$ cat src/rtl/watch_time_counter.sv
// Watch time-of-day counter: BCD hh:mm:ss with run/set-hour/set-minute modes.
// Advances once per 1 Hz clk edge; all outputs come straight from registers.
module watch_time_counter #(
  parameter int RST_HR  = 0,
  parameter int RST_MIN = 0
) (
  input  logic       clk,
  input  logic       rst,
  input  logic       mode_btn,
  input  logic       inc_btn,
  output logic [7:0] hr_bcd,
  output logic [7:0] min_bcd,
  output logic [7:0] sec_bcd,
  output logic [1:0] mode,
  output logic       day_pulse
);

  typedef enum logic [1:0] {
    RUN     = 2'b00,
    SET_HR  = 2'b01,
    SET_MIN = 2'b10
  } state_t;

  localparam logic [7:0] HR_INIT =
    8'(((RST_HR / 10) << 4) | (RST_HR % 10));
  localparam logic [7:0] MIN_INIT =
    8'(((RST_MIN / 10) << 4) | (RST_MIN % 10));

  localparam logic [7:0] HR_LAST = 8'h23;
  localparam logic [7:0] MS_LAST = 8'h59;

  state_t     state;
  logic       mode_q;
  logic       press;
  logic [7:0] hr;
  logic [7:0] mn;
  logic [7:0] sc;

  // Packed-BCD increment that wraps to 00 after 'last'.
  function automatic logic [7:0] bcd_inc(
    input logic [7:0] v,
    input logic [7:0] last
  );
    logic [7:0] r;
    if (v == last)
      r = 8'h00;
    else if (v[3:0] == 4'd9)
      r = {v[7:4] + 4'd1, 4'd0};
    else
      r = {v[7:4], v[3:0] + 4'd1};
    return r;
  endfunction

  assign press = mode_btn & ~mode_q;

  // Mode FSM and time registers; a press edge only changes mode.
  always_ff @(posedge clk) begin
    if (rst) begin
      state     <= RUN;
      mode_q    <= 1'b0;
      hr        <= HR_INIT;
      mn        <= MIN_INIT;
      sc        <= 8'h00;
      day_pulse <= 1'b0;
    end else begin
      mode_q    <= mode_btn;
      day_pulse <= 1'b0;
      case (state)
        RUN: begin
          if (press) begin
            state <= SET_HR;
          end else begin
            sc <= bcd_inc(sc, MS_LAST);
            if (sc == MS_LAST) begin
              mn <= bcd_inc(mn, MS_LAST);
              if (mn == MS_LAST) begin
                hr <= bcd_inc(hr, HR_LAST);
                if (hr == HR_LAST)
                  day_pulse <= 1'b1;
              end
            end
          end
        end
        SET_HR: begin
          if (press)
            state <= SET_MIN;
          else if (inc_btn)
            hr <= bcd_inc(hr, HR_LAST);
        end
        SET_MIN: begin
          if (press) begin
            state <= RUN;
            sc    <= 8'h00;
          end else if (inc_btn) begin
            mn <= bcd_inc(mn, MS_LAST);
          end
        end
        default: state <= RUN;
      endcase
    end
  end

  assign hr_bcd  = hr;
  assign min_bcd = mn;
  assign sec_bcd = sc;
  assign mode    = state;

endmodule

$ cat config.mk
export PLATFORM = sky130hd
export DESIGN_NAME = watch_time_counter
export DESIGN_NICKNAME = d
export VERILOG_FILES = /design/src/rtl/watch_time_counter.sv
export SDC_FILE = /design/constraint.sdc
export NUM_CORES = 1
export LEC_CHECK = 0
export BUFFER_PORTS_ARGS = -buffer_cell sky130_fd_sc_hd__clkbuf_2
export CAP_MARGIN = 20
export CORE_ASPECT_RATIO = 2
export CORE_MARGIN = 3
export CORE_UTILIZATION = 45
export CTS_CLUSTER_DIAMETER = 30
export CTS_CLUSTER_SIZE = 28
export DETAILED_ROUTE_END_ITERATION = 12
export GPL_ROUTABILITY_DRIVEN = 0
export GPL_TIMING_DRIVEN = 0
export PLACE_DENSITY = 0.73
export SKIP_LAST_GASP = 1
export SYNTH_ARGS = -nofsm -noshare
export SYNTH_HDL_FRONTEND = slang
export SYNTH_SLANG_ARGS = --single-unit
$ cat constraint.sdc
create_clock -name clk -period 2.82 [get_ports clk]
set_clock_uncertainty 0.15 [all_clocks]
set_input_delay 0.564 -clock clk [delete_from_list [all_inputs] [get_ports clk]]
set_output_delay 0.564 -clock clk [all_outputs]
set_load 0.02 [all_outputs]
==> impl_metrics.yaml <==
synth:
  ys_async_sr_fraction_pct: 0
  ys_ff_latch: 28
  syn_avg_cell_area_um2: 8.907
  synthSimpleGateAreaFrac_pct: 28.24
  synth_edf_count: 0
  synth_cell_type_count: 50
  synth.area.top_cells: "dfxtp_1, ha_1, mux2_2"
  synth-main-ff-cell: "dfxtp_1"
  synth_cells: 194
  yosysTopAreaCell: "dfxtp_1"
  synth_compound_area_share_pct: 20.42
  synth_nets: 210
  yosysWarnings: 0
  synth_seq_area_share_pct: 32.44
  synth_adder_area_share_pct: 8.689
  syn_area_mm2: 0.001728
  synthXorXnorAreaFrac_pct: 1.014
  synth_top_cell_area_share_pct: 32.44
  synth.area.mux_share_pct: 3.259
  synth_top_family_by_area: "simple AND/OR/NAND/NOR gates"
global_routing:
  grtUsageTotal_pct: 18.83
  grt_pass1_wl_mm: 7.044
  grt_pass1_vias: 1576
  grt_start_max_net_pins: 16
  antenna_found_initial: 0
  gr-total-overflow: 0
finish:
  drive_gt1_share_pct: 22.03
  fin_area_mm2: 0.001989
  antenna_cells: 0
  final_cell_mix: "clkbuf_2, dfxtp_1, ha_1"
  area_growth_pct: 15.13
  final_cells: 276
  final_util_pct: 54.56
  fin_nets: 244
  final_common_cell: "clkbuf_2"
clock_network:
  post_cts_buffers: 0
  cts_buffer_depth: 2
  clk_root_buffer_cell: "clkbuf_8"
  clk_pin_slew_ns: 0.10
  post_cts_resized: 0
  hold_buffers: 0
  clock_sinks: 28
  cts.htree.levels: 1
  cts_buffers: 3
  clock_latency_ns: 0.28
  tritoncts: "done"
place:
  placed_cells: 272
  post-dp-hpwl_mm: 3.126
  port_buffers: 29
  place_area_mm2: 0.001934
sta:
  rsz0062_at_grt: "false"
  hold_ws_ns: 0.3603
  finalSetupViolCount: 0
  setup_tns_ns: 0
  hold_viol: 0
  fmax_mhz: 434.6
  post-route-period-util_pct: 81.60
  slew_viol_final: 0
  slew_headroom_pct: 64.43
  worst_pin_slew_ns: 0.5311
  finalCriticalPeriod_ns: 2.301
floorplanning:
  die_y_um: 93.63
  die_w_um: 49.82
  boundaryPins: 31
  dieArea_mm2: 0.004664
  core-area_mm2: 0.003646
  start_util_pct: 47.39
  fp-row-count: 31
drt:
  wirelength_mm: 4.117
  via_per_inst: 5.837
  drcViolationCount: 0
  dr.pass1.iters: 4
  num_vias: 1611
  ant_nets: 0
  wl_per_cell_um: 14.92
  dr.first_iter.drc_count: 40
power_and_ir_drop:
  leakagePower_nw: 0.8410
  p_per_area_mw_per_mm2: 392.6
  vdd_drop_max_mv: 0.3732
worst_setup_path:
  reg2reg_setup_slack_ns: 0.52
  crit_type: "reg -> reg"
  cp_max_fo: 6
  arrival_ns: 2.32
  worst_setup_path_end_kind: "register"
  start_kind: "register"
  crit_required_ns: 2.84
run_status:
  outcome: "complete, no violations"
hold_path:
  hold_class: "reg -> reg"
flow_run:
  maxCapViolations: 0
==> where the power goes <==
group          total, mW  internal (mW)  switching (mW)
combinational      0.110         0.0382          0.0722
sequential         0.416          0.404          0.0123
clock              0.254          0.125           0.129
total              0.781          0.567           0.214
==> final cells by class <==
type	count	area, um2
buffer	12	65.06
tap	49	61.31
timing repair buffer	29	145.1
multi-input combinational	144	1065
clock buffer	4	55.05
fill	396	1657
inverter	10	37.54
sequential	28	560.5
==> sequential cells by signal, summed over array words and instances (netlist names) <==
register	count
sec_bcd	8
day_pulse	1
mode	2
hr_bcd	8
min_bcd	8
mode_q	1
==> logic make-up (layout without fill, tap and decap cells) <==
logic type / Yosys count / count (layout)
multiplexers: 5 / 5
flip-flops: 28 / 28
AO/OA/AOI/OAI: 50 / 50
buffers and inverters: 22 / 55
adder cells (fa/ha/maj): 12 / 12
AND/OR/NAND/NOR: 75 / 75
XOR/XNOR: 2 / 2
==> final timing paths <==
path | start | to | depth (start not counted)
worst max-delay path | min_bcd[0]$_SDFFE_PP0P_ | hr_bcd[7]$_SDFFE_PP0P_ | 5
worst min-delay path | sec_bcd[3]$_SDFFE_PP0P_ | sec_bcd[3]$_SDFFE_PP0P_ | 1
worst max register to register | min_bcd[0]$_SDFFE_PP0P_ | hr_bcd[7]$_SDFFE_PP0P_ | 5
worst min register to register | sec_bcd[3]$_SDFFE_PP0P_ | sec_bcd[3]$_SDFFE_PP0P_ | 1
==> layer usage <==
layer	routed length [um]	vias up	track usage, %	share of wire [%]
met5	0	-	0	0
met4	82	0	6.467	2.0
met3	114	7	1.435	2.8
met2	2359	33	38.05	57
met1	1561	770	19.19	38
li1	-	801	-	-
==> cells in the mapped netlist, types with 2 or more instances <==
cell type  instances
ha_1              12
a211oi_1           7
buf_1              4
nand2b_1           4
a21oi_1           10
and3b_1            5
nor2b_1            6
buf_6              2
a31o_2             2
xnor2_1            2
dfxtp_1           28
a2111oi_0          2
a311oi_1           3
nor2_1             9
nor3_1            11
or4_1              7
a21o_1             2
a31oi_1            3
nand2_1            7
clkbuf_1           4
nand3_1            8
o31ai_1            5
inv_1             10
nand4_1            4
and2_1             2
mux2_2             5
o21ai_0            7
==> critical path, stage by stage, from the launching register on <==
cell and delay [ns]:
dfxtp_1 0.41, ha_1 0.23, and3b_1 0.30, nand4_2 0.21, a2111oi_0 0.51, mux2_2 0.38
==> through the flow <==
step	total power, mW	setup WS, ns
after CTS	0.7889	0.4963
after global routing	0.8133	0.3659
after global placement	0.5352	0.5488
final	0.7811	0.5189
after floorplan	0.5050	0.6338
after detailed placement	0.5370	0.5252
No activity file was read; power rests on OpenSTA's default activity.
